## src/rtl/ultrasound_pkg.sv

```systemverilog
// Shared widths, constants, state encoding and small helpers for the ultrasound sweep scheduler.
package ultrasound_pkg;

    localparam int R_W     = 8;
    localparam int THETA_W = 4;
    localparam int LOC_W   = 12;

    localparam logic [R_W-1:0] R_NONE = 8'hFF;

    typedef enum logic [2:0] {
        IDLE      = 3'd0,
        FIRE      = 3'd1,
        WAIT_ECHO = 3'd2,
        SETTLE    = 3'd3,
        REPORT    = 3'd4
    } us_state_e;

    // Mean of two ranges through a 9-bit sum so the carry is not lost.
    function automatic logic [R_W-1:0] avg_r(input logic [R_W-1:0] a, input logic [R_W-1:0] b);
        logic [R_W:0] sum_v;
        sum_v = {1'b0, a} + {1'b0, b};
        return sum_v[R_W:1];
    endfunction

    function automatic logic [LOC_W-1:0] pack_loc(input logic [THETA_W-1:0] theta, input logic [R_W-1:0] r);
        return {theta, r};
    endfunction

endpackage

```

## src/rtl/us_interval_timer.sv

```systemverilog
// Count-to-terminal interval timer; tc is high while enabled and the count equals load_value.
module us_interval_timer #(
    parameter int CNT_W = 8
) (
    input  logic             clock,
    input  logic             reset_n,
    input  logic             clear,
    input  logic             enable,
    input  logic [CNT_W-1:0] load_value,
    output logic             tc
);

    logic [CNT_W-1:0] count_r;

    // Counter: cleared on request, otherwise advances while enabled.
    always_ff @(posedge clock or negedge reset_n) begin
        if (!reset_n) begin
            count_r <= '0;
        end else if (clear) begin
            count_r <= '0;
        end else if (enable) begin
            count_r <= count_r + CNT_W'(1);
        end else begin
            count_r <= count_r;
        end
    end

    assign tc = enable && (count_r == load_value);

endmodule

```

## src/rtl/ultrasound_scheduler.sv

```systemverilog
// Sweeps one ranging driver across NUM_SENSORS positions and reports the nearest {theta, r}.
// Optional ULTRASOUND_AVG_EN: two shots per sensor, averaged before the nearest-range compare.
module ultrasound_scheduler
    import ultrasound_pkg::*;
#(
    parameter int NUM_SENSORS    = 12,
    parameter int TIMEOUT_CYCLES = 1350000,
    parameter int SETTLE_CYCLES  = 270000
) (
    input  logic               clock,
    input  logic               reset_n,
    input  logic               start,
    input  logic               abort,
    input  logic               echo_done,
    input  logic               echo_valid,
    input  logic [R_W-1:0]     echo_distance,
    output logic               trigger,
    output logic [THETA_W-1:0] sensor_select,
    output logic               busy,
    output logic               done,
    output logic [LOC_W-1:0]   location,
    output logic               found
);

    localparam int MAX_CYC = (TIMEOUT_CYCLES > SETTLE_CYCLES) ? TIMEOUT_CYCLES : SETTLE_CYCLES;
    localparam int CNT_W   = ($clog2(MAX_CYC) < 1) ? 1 : $clog2(MAX_CYC);
    localparam logic [CNT_W-1:0]   TIMEOUT_LAST = CNT_W'(TIMEOUT_CYCLES - 1);
    localparam logic [CNT_W-1:0]   SETTLE_LAST  = CNT_W'(SETTLE_CYCLES - 1);
    localparam logic [THETA_W-1:0] LAST_IDX     = THETA_W'(NUM_SENSORS - 1);

    us_state_e          state_r, next_state_s;
    logic [THETA_W-1:0] index_r, index_next_s;
    logic [R_W-1:0]     best_dist_r;
    logic [THETA_W-1:0] best_theta_r;
    logic               found_int_r;
    logic               trigger_r, busy_r, done_r, found_r;
    logic [LOC_W-1:0]   location_r;
    logic               timer_clear_s, timer_en_s, timer_tc_s;
    logic [CNT_W-1:0]   timer_last_s;
    logic               start_sweep_s, echo_ok_s, wait_exit_s;
    logic               cand_valid_s;
    logic [R_W-1:0]     cand_r_s;
`ifdef ULTRASOUND_AVG_EN
    logic               shot_r, shot_next_s;
    logic               d0_valid_r;
    logic [R_W-1:0]     d0_dist_r;
`endif

    assign start_sweep_s = (state_r == IDLE) && start && !abort;
    assign echo_ok_s     = echo_done && echo_valid && (echo_distance != 8'd0);
    assign wait_exit_s   = (state_r == WAIT_ECHO) && !abort && (echo_done || timer_tc_s);

    // Next-state, sensor index and shot sequencing; abort returns any active state to IDLE.
    always_comb begin
        next_state_s = state_r;
        index_next_s = index_r;
`ifdef ULTRASOUND_AVG_EN
        shot_next_s  = shot_r;
`endif
        case (state_r)
            IDLE: begin
                if (start_sweep_s) begin
                    next_state_s = FIRE;
                    index_next_s = 4'd0;
`ifdef ULTRASOUND_AVG_EN
                    shot_next_s  = 1'b0;
`endif
                end else begin
                    next_state_s = IDLE;
                end
            end
            FIRE: begin
                if (abort) next_state_s = IDLE;
                else       next_state_s = WAIT_ECHO;
            end
            WAIT_ECHO: begin
                if (abort)            next_state_s = IDLE;
                else if (wait_exit_s) next_state_s = SETTLE;
                else                  next_state_s = WAIT_ECHO;
            end
            SETTLE: begin
                if (abort) begin
                    next_state_s = IDLE;
                end else if (timer_tc_s) begin
`ifdef ULTRASOUND_AVG_EN
                    if (!shot_r) begin
                        next_state_s = FIRE;
                        shot_next_s  = 1'b1;
                    end else if (index_r == LAST_IDX) begin
                        next_state_s = REPORT;
                        shot_next_s  = 1'b0;
                    end else begin
                        next_state_s = FIRE;
                        index_next_s = index_r + 4'd1;
                        shot_next_s  = 1'b0;
                    end
`else
                    if (index_r == LAST_IDX) begin
                        next_state_s = REPORT;
                    end else begin
                        next_state_s = FIRE;
                        index_next_s = index_r + 4'd1;
                    end
`endif
                end else begin
                    next_state_s = SETTLE;
                end
            end
            REPORT:  next_state_s = IDLE;
            default: next_state_s = IDLE;
        endcase
    end

    // Candidate range for this sensor, offered once when its final wait ends.
    always_comb begin
        cand_valid_s = 1'b0;
        cand_r_s     = R_NONE;
`ifdef ULTRASOUND_AVG_EN
        if (wait_exit_s && shot_r) begin
            if (echo_ok_s && d0_valid_r) begin
                cand_valid_s = 1'b1;
                cand_r_s     = avg_r(d0_dist_r, echo_distance);
            end else if (echo_ok_s) begin
                cand_valid_s = 1'b1;
                cand_r_s     = echo_distance;
            end else if (d0_valid_r) begin
                cand_valid_s = 1'b1;
                cand_r_s     = d0_dist_r;
            end else begin
                cand_valid_s = 1'b0;
            end
        end else begin
            cand_valid_s = 1'b0;
        end
`else
        if (wait_exit_s && echo_ok_s) begin
            cand_valid_s = 1'b1;
            cand_r_s     = echo_distance;
        end else begin
            cand_valid_s = 1'b0;
        end
`endif
    end

    // One timer serves both the echo timeout and the settle gap; it restarts on every state change.
    always_comb begin
        timer_clear_s = (next_state_s != state_r);
        timer_en_s    = (state_r == WAIT_ECHO) || (state_r == SETTLE);
        if (state_r == WAIT_ECHO) timer_last_s = TIMEOUT_LAST;
        else                      timer_last_s = SETTLE_LAST;
    end

    us_interval_timer #(.CNT_W(CNT_W)) u_timer (
        .clock      (clock),
        .reset_n    (reset_n),
        .clear      (timer_clear_s),
        .enable     (timer_en_s),
        .load_value (timer_last_s),
        .tc         (timer_tc_s)
    );

    // State, nearest-target tracking and registered outputs.
    always_ff @(posedge clock or negedge reset_n) begin
        if (!reset_n) begin
            state_r      <= IDLE;
            index_r      <= 4'd0;
            best_dist_r  <= R_NONE;
            best_theta_r <= 4'd0;
            found_int_r  <= 1'b0;
            trigger_r    <= 1'b0;
            busy_r       <= 1'b0;
            done_r       <= 1'b0;
            location_r   <= 12'h000;
            found_r      <= 1'b0;
        end else begin
            state_r   <= next_state_s;
            index_r   <= index_next_s;
            trigger_r <= (next_state_s == FIRE);
            busy_r    <= (next_state_s != IDLE);
            done_r    <= (next_state_s == REPORT);
            if (start_sweep_s) begin
                best_dist_r  <= R_NONE;
                best_theta_r <= 4'd0;
                found_int_r  <= 1'b0;
            end else if (cand_valid_s && (cand_r_s < best_dist_r)) begin
                best_dist_r  <= cand_r_s;
                best_theta_r <= index_r;
                found_int_r  <= 1'b1;
            end else begin
                best_dist_r  <= best_dist_r;
            end
            if (next_state_s == REPORT) begin
                location_r <= found_int_r ? pack_loc(best_theta_r, best_dist_r) : 12'h000;
                found_r    <= found_int_r;
            end else begin
                location_r <= location_r;
            end
        end
    end

`ifdef ULTRASOUND_AVG_EN
    // Shot selector and first-shot capture.
    always_ff @(posedge clock or negedge reset_n) begin
        if (!reset_n) begin
            shot_r     <= 1'b0;
            d0_valid_r <= 1'b0;
            d0_dist_r  <= 8'd0;
        end else begin
            shot_r <= shot_next_s;
            if (wait_exit_s && !shot_r) begin
                d0_valid_r <= echo_ok_s;
                d0_dist_r  <= echo_distance;
            end else begin
                d0_valid_r <= d0_valid_r;
            end
        end
    end
`endif

    assign trigger       = trigger_r;
    assign sensor_select = index_r;
    assign busy          = busy_r;
    assign done          = done_r;
    assign location      = location_r;
    assign found         = found_r;

endmodule

```

## config.mk

```make
export PLATFORM = sky130hd
export DESIGN_NAME = ultrasound_scheduler
export DESIGN_NICKNAME = d
export VERILOG_FILES = /design/src/rtl/ultrasound_pkg.sv /design/src/rtl/us_interval_timer.sv /design/src/rtl/ultrasound_scheduler.sv
export SDC_FILE = /design/constraint.sdc
export NUM_CORES = 1
export LEC_CHECK = 0
export ABC_AREA = 1
export BUFFER_PORTS_ARGS = -buffer_cell sky130_fd_sc_hd__buf_2
export CAP_MARGIN = 20
export CORE_ASPECT_RATIO = 0.5
export CORE_MARGIN = 2
export CORE_UTILIZATION = 53
export DETAILED_ROUTE_END_ITERATION = 10
export GPL_ROUTABILITY_DRIVEN = 0
export PLACE_DENSITY = 0.83
export SLEW_MARGIN = 30
export SYNTH_ARGS = -nofsm -noshare
export SYNTH_HDL_FRONTEND = slang
export SYNTH_SLANG_ARGS = --single-unit
```

## constraint.sdc

```tcl
create_clock -name clock -period 2.3 [get_ports clock]
set_clock_uncertainty 0.1 [all_clocks]
set_input_delay 0.115 -clock clock [delete_from_list [all_inputs] [get_ports clock]]
set_output_delay 0.115 -clock clock [all_outputs]
set_load 0.02 [all_outputs]
```

==> results of run 1 <==
==> layout by cell type (no fill, tap or decap), types with 11 or more instances in the layout <==
cell / synthesis / final
sky130_fd_sc_hd__nand3_1: 25 / 25
sky130_fd_sc_hd__nor2_1: 45 / 38
sky130_fd_sc_hd__buf_4: 2 / 63
sky130_fd_sc_hd__inv_1: 46 / 45
sky130_fd_sc_hd__dfrtp_1: 49 / 48
sky130_fd_sc_hd__buf_2: 3 / 33
sky130_fd_sc_hd__nand2_1: 93 / 69
sky130_fd_sc_hd__xor2_1: 11 / 11
sky130_fd_sc_hd__nand2_2: 7 / 24
==> cell usage after synthesis <==
cell type,number
sky130_fd_sc_hd__nand2_1,93
sky130_fd_sc_hd__dfrtp_1,49
sky130_fd_sc_hd__inv_1,46
sky130_fd_sc_hd__nor2_1,45
sky130_fd_sc_hd__nand3_1,25
sky130_fd_sc_hd__xor2_1,11
sky130_fd_sc_hd__a21oi_1,9
sky130_fd_sc_hd__ha_1,9
sky130_fd_sc_hd__o21ai_0,9
sky130_fd_sc_hd__dfstp_2,8
sky130_fd_sc_hd__nand4_1,8
sky130_fd_sc_hd__nand2_2,7
sky130_fd_sc_hd__nand3_2,6
sky130_fd_sc_hd__nor4_1,4
sky130_fd_sc_hd__xnor2_1,4
sky130_fd_sc_hd__a31oi_1,3
sky130_fd_sc_hd__buf_2,3
sky130_fd_sc_hd__inv_2,3
sky130_fd_sc_hd__nor2_2,3
sky130_fd_sc_hd__nor3_2,3
sky130_fd_sc_hd__buf_4,2
sky130_fd_sc_hd__nand2_4,2
sky130_fd_sc_hd__nor3_1,2
sky130_fd_sc_hd__o21ai_1,2
sky130_fd_sc_hd__a211oi_1,1
sky130_fd_sc_hd__a211oi_2,1
sky130_fd_sc_hd__a21oi_2,1
sky130_fd_sc_hd__buf_6,1
sky130_fd_sc_hd__clkbuf_1,1
sky130_fd_sc_hd__inv_4,1
sky130_fd_sc_hd__nand3b_1,1
sky130_fd_sc_hd__nand4_2,1
sky130_fd_sc_hd__nor2_4,1
sky130_fd_sc_hd__o211a_1,1
sky130_fd_sc_hd__o211ai_1,1
sky130_fd_sc_hd__o21bai_1,1
==> worst register-to-register path, delay by kind of cell, from the launching register on <==
kind	cells	cell delay (ns)
buffers and inverters	2	0.17
DFF	1	0.37
and+or+nand+nor	16	1.83
adders and majority gates	2	0.49
==> final timing paths <==
path	start	cells past startpoint	to	slack, ns
max in group asynchronous	reset_n	3	best_dist_r[0]	1.25
hold reg to reg	location[5]	2	location[5]	0.39
setup reg to reg	u_timer.count_r[0]	20	best_dist_r[0]	-0.72
min in group asynchronous	reset_n	2	location[2]	0.18
hold / removal	echo_distance[3]	5	best_dist_r[3]	0.06
setup / recovery	u_timer.count_r[0]	20	best_dist_r[0]	-0.72
==> repair_timing <==
action                                  in CTS  in global routing
endpoints found under the setup margin      33                 39
cloned                                       1                  0
resized for setup                           24                 39
endpoints found under the hold margin       55                  0
setup buffers                                4                  7
hold buffers                                 1                  0
pin swaps                                   14                 15
==> routing by layer <==
layer,wire length (um),up-vias,global-route usage
li1,-,1392,-
met1,4050,1512,0.333
met2,5000,248,0.495
met3,1010,67,0.0903
met4,537,0,0.113
met5,0,-,0
==> sequential cells by signal, summed over array words and instances, names as in the netlist <==
signal,cells
best_theta_r,4
found_int_r,1
sensor_select,4
busy,1
location,12
found,1
best_dist_r,8
state_r,3
done,1
trigger,1
u_timer.count_r,21
==> cells by family (layout without fill, tap and decap cells) <==
| kind of cell | after synthesis | in the layout | share of synthesized area |
|---|---|---|---|
| AOI/OAI and AO/OA | 29 | 29 | 0.0571 |
| buffers and inverters | 57 | 167 | 0.0778 |
| and+or+nand+nor | 201 | 202 | 0.309 |
| DFF | 57 | 57 | 0.475 |
| xor gates and xnor gates | 15 | 15 | 0.0435 |
| adders and majority gates | 9 | 9 | 0.0373 |
==> through the flow <==
stage | area (um^2) | cells
floorplan | 3030 | 368
global placement | 3660 | 523
detailed placement | 3660 | 523
CTS | 4100 | 545
global route | 4300 | 552
finish | 4300 | 552
==> area by class of cell <==
| type | instances | share of cell area |
|---|---|---|
| multi-input cells | 255 | 0.371 |
| clock inverters | 6 | 0.0102 |
| repair buffers | 101 | 0.161 |
| clock buffers | 10 | 0.0556 |
| well taps | 73 | 0.0213 |
| flip-flops and latches | 57 | 0.335 |
| inverters | 50 | 0.0460 |
==> power by group <==
group | internal (uW) | switching [uW] | total (uW)
Sequential | 1120 | 73.1 | 1190
Combinational | 310 | 496 | 806
Clock | 758 | 508 | 1270
Total | 2190 | 1080 | 3270
==> metrics, run 1 <==
cell occurring most often along the worst timing path sky130_fd_sc_hd__nand2_2; Die X-Extent 111 um; number of I/O port buffers 33; share of the core filled with cells in the final layout 0.782; library cells used by synthesis 36; multi-input combinational cell area 1590 um^2; clock root buffer sky130_fd_sc_hd__clkbuf_16; largest net degree at the start of global routing 23; remaining routing DRC violations 0; smallest hold slack 0.0584 ns; H-Tree Depth 3; leading post-synthesis cells by cell area sky130_fd_sc_hd__dfrtp_1, sky130_fd_sc_hd__nand2_1, sky130_fd_sc_hd__dfstp_2; sequential cell area fraction in the yosys report 0.475; nets in the synthesized netlist 391; number of clock sinks 57; Tightest Pin Transition 0.582 ns; FF+latch area 1440 um^2; CP max-delay cell sky130_fd_sc_hd__dfrtp_1; cell chain of the critical path ha_2 -> nand3_2 -> nor2_4 -> nand2_2 -> nor2_4 -> nand2_2 -> nand2_2 -> nand2_2 -> inv_2 -> nand2_4 -> nor2_1 -> inv_1 -> ha_1 -> nand2_1 -> nor2_1 -> nand2_4 -> nand2_8 -> nand2_8 -> nand2_4 -> nand2_2; die height 57.4 um; number of failing hold endpoints at the final stage 0; CP max FO 8; run status finished with violations; number of synthesis warnings 0; site row count 19; portion of synthesized cell area occupied by the leading cell type 0.406; area growth from synthesis to final layout 42.1%; via count normalized by instance count 5.83; max-slew violation count 0; critical path required time 2.46 ns; count of antenna diodes in the layout 0; cell area after technology mapping 3020 um^2; initial core utilization 0.550; Crit Path Category flip-flop to flip-flop; Fin Setup TNS -9.32 ns; flip-flop and latch count after synthesis 57; category of the worst setup path capture point flip-flop; Slew headroom 0.608; CTS buffer count 9; average cell area after synthesis 8.21 um^2; number of vias in the routed layout 3,219; Buffers & Inverters on Critical Path 2; Overflow after GRT 0; Clk pin slew, worst setup/hold paths 0.06 ns; post-detailed-route count of antenna-violating nets 0; die area 6360 um^2; LEAKAGE 0.00217 uW; violations in the final reports setup timing; synthesized netlist cell count 368; Max VDD drop 0.705 mV; average routed wire per standard cell 19.2 um; buffer depth of the longest clock path 2; achievable clock frequency 0.332 GHz; pwr dens 760 nW/um^2; Yosys top cell by area sky130_fd_sc_hd__dfrtp_1; total power 3270 uW; DP HPWL 5240 um; core area 5490 um^2; number of filler instances in the final layout 266; final net count 497; Setup WS post-layout -0.716 ns; crit path DAT 3.18 ns; 1st-pass router iterations 5; largest stage delay on the critical path 0.37 ns; count of routing violations after the opening detailed-route iteration 286; kind of cell adding the most delay to the critical path simple AND/OR/NAND/NOR gates; number of global-route vias before repair 2,965; initial antenna violation count 0; Finish-stage setup viols 30; worst slack at placement -0.450 ns; final worst-path cycle share 1.31; boundary pin count 34; max-cap check violation count 0; TritonCTS clock tree yes; GRT Total Usage 0.283; post-layout minimum cycle time 3.02 ns; critical path startpoint category flip-flop; Hold/Removal Path Class input port to flip-flop; final routed wirelength across all metal layers 10,600 um; first-pass GRT wire length 14,000 um; ratio of cells with drive above 1 in the final layout 0.409; unrepaired setup endpoints after global routing yes; insertion delay to the later sink of the worst-skew pair 0.34 ns
No activity file was read; power rests on OpenSTA's default activity.
==> run 2: changes to the inputs <==
- HOLD_SLACK_MARGIN: not set -> 0.1
==> run 2 against run 1 <==
  * The flow still finishes with violations (setup timing)
  * Global-route usage rose by 0.30 points
  * Clock power barely moved
  * Sequential power hardly changed
  * Utilization up 3.3 points
  * First-iteration DRC count grew 47%
  * Design area is 4.3% higher
  * Flip-flop and latch count did not move
  * Register-to-register slack got worse by 0.15 ns
  * Hold slack gained 0.050 ns
  * Via count grew 8.0%
  * Largest power group unchanged
==> metrics, run 2 (synthesis results as in run 1) <==
Finish-stage setup viols 36; final net count 503; Buffers & Inverters on Critical Path 3; Tightest Pin Transition 0.776 ns; max-slew violation count 0; H-Tree Depth 3; most frequent cells in the layout sky130_fd_sc_hd__nand2_1, sky130_fd_sc_hd__buf_4, sky130_fd_sc_hd__dfrtp_1; unrepaired setup endpoints after global routing yes; count of antenna diodes in the layout 0; DP HPWL 5240 um; Crit Reg-Reg Startpoint state_r[2]; clock root buffer sky130_fd_sc_hd__clkbuf_16; core area 5490 um^2; die height 57.4 um; Setup WS post-layout -0.861 ns; average routed wire per standard cell 21.8 um; TritonCTS clock tree yes; first-pass GRT wire length 14,100 um; boundary pin count 34; number of I/O port buffers 33; post-detailed-route count of antenna-violating nets 0; initial antenna violation count 0; initial core utilization 0.550; worst slack at placement -0.450 ns; Overflow after GRT 0; multi-input combinational cell area 1710 um^2; register with the most flip-flops u_timer.count_r; category of the worst setup path capture point flip-flop; FF+latch area 1440 um^2; CTS buffer count 9; setup slack of the most critical reg-to-reg path -0.86 ns; final worst-path cycle share 1.37; CP max FO 8; number of failing hold endpoints at the final stage 0; final routed wirelength across all metal layers 12,100 um; achievable clock frequency 0.316 GHz; 1st-pass router iterations 5; max FFs per register 21; Slew headroom 0.478; crit path DAT 3.32 ns; Die X-Extent 111 um; die area 6360 um^2; total power 3390 uW; largest net degree at the start of global routing 23; via count normalized by instance count 6.23; site row count 19; most common cell after layout, fill and taps aside sky130_fd_sc_hd__nand2_1; insertion delay to the later sink of the worst-skew pair 0.34 ns; critical path startpoint category flip-flop; LEAKAGE 0.00220 uW; Crit Path Category flip-flop to flip-flop; Max VDD drop 0.747 mV; kind of cell adding the most delay to the critical path simple AND/OR/NAND/NOR gates; ratio of cells with drive above 1 in the final layout 0.447; GRT Total Usage 0.286; run status finished with violations; cell chain of the critical path inv_4 -> nand3_2 -> nand2_1 -> nand2_1 -> nor2_4 -> nand2_2 -> nand2_2 -> nand2_2 -> inv_2 -> nand2_4 -> nor2_1 -> inv_1 -> ha_1 -> nand2_1 -> nor2_1 -> nand2_4 -> nand2_8 -> nand2_8 -> nand2_1 -> nand2_1; largest stage delay on the critical path 0.42 ns; R2R depth 20; area growth from synthesis to final layout 48.2%; Hold/Removal Path Class input port to async pin; number of clock sinks 57; CP max-delay cell sky130_fd_sc_hd__dfrtp_1; buffer depth of the longest clock path 2; number of vias in the routed layout 3,476; max-cap check violation count 0; pwr dens 756 nW/um^2; violations in the final reports setup timing; Clk pin slew, worst setup/hold paths 0.06 ns; post-layout minimum cycle time 3.16 ns; number of filler instances in the final layout 243; number of global-route vias before repair 2,978; FF-to-FF End best_dist_r[6]; remaining routing DRC violations 0; critical path required time 2.46 ns; post-route cell area 4480 um^2; count of routing violations after the opening detailed-route iteration 420; placed cell area 3660 um^2; cell occurring most often along the worst timing path sky130_fd_sc_hd__nand2_1
## run 2: area by class of cell
type | count | area share
Clock buffer | 10 | 0.0533
Clock inverter | 6 | 0.00977
Inverter | 50 | 0.0441
Multi-Input combinational cell | 255 | 0.381
Sequential cell | 57 | 0.321
Tap cell | 73 | 0.0204
Timing Repair Buffer | 107 | 0.171
## run 2: how the worst max path moves through the flow
stage,from,endpoint,cells after the start
finish,state_r[2],best_dist_r[6],20
floorplan,u_timer.count_r[0],best_theta_r[0],19
CTS,u_timer.count_r[1],best_dist_r[0],23
global placement,u_timer.count_r[0],best_theta_r[3],23
detailed placement,u_timer.count_r[1],best_theta_r[2],23
global route,state_r[2],best_dist_r[6],20
## run 2: per-stage QoR
step	cells	utilization	setup TNS, ns	hold slack, ns
global route	558	0.816	-15.48	0.120
CTS	549	0.754	-5.32	0.101
global placement	523	0.667	-2.97	-0.0747
floorplan	368	-	-2.30	-0.281
detailed placement	523	0.667	-5.57	-0.0729
finish	558	0.816	-13.32	0.108
## run 2: power by group
group          internal [uW]  total (uW)  switching, uW
clock                    759        1280            517
sequential              1120        1190           70.4
combinational            353         918            564
total                   2230        3390           1150
## run 2: metal layers
| layer | track usage | wire, um | vias up |
|---|---|---|---|
| met5 | 0 | 0 | - |
| met4 | 0.107 | 932 | 0 |
| met3 | 0.0871 | 1350 | 116 |
| met2 | 0.513 | 5630 | 336 |
| met1 | 0.332 | 4250 | 1616 |
| li1 | - | - | 1408 |
## run 2: what timing repair did
item                                   in CTS  in global routing
gates cloned                                1                  0
buffers inserted                            4                  9
hold buffers                                5                  0
setup endpoints to repair                  33                 37
endpoints found under the hold margin      59                  0
resized for setup                          24                 74
pin swaps                                  14                 20
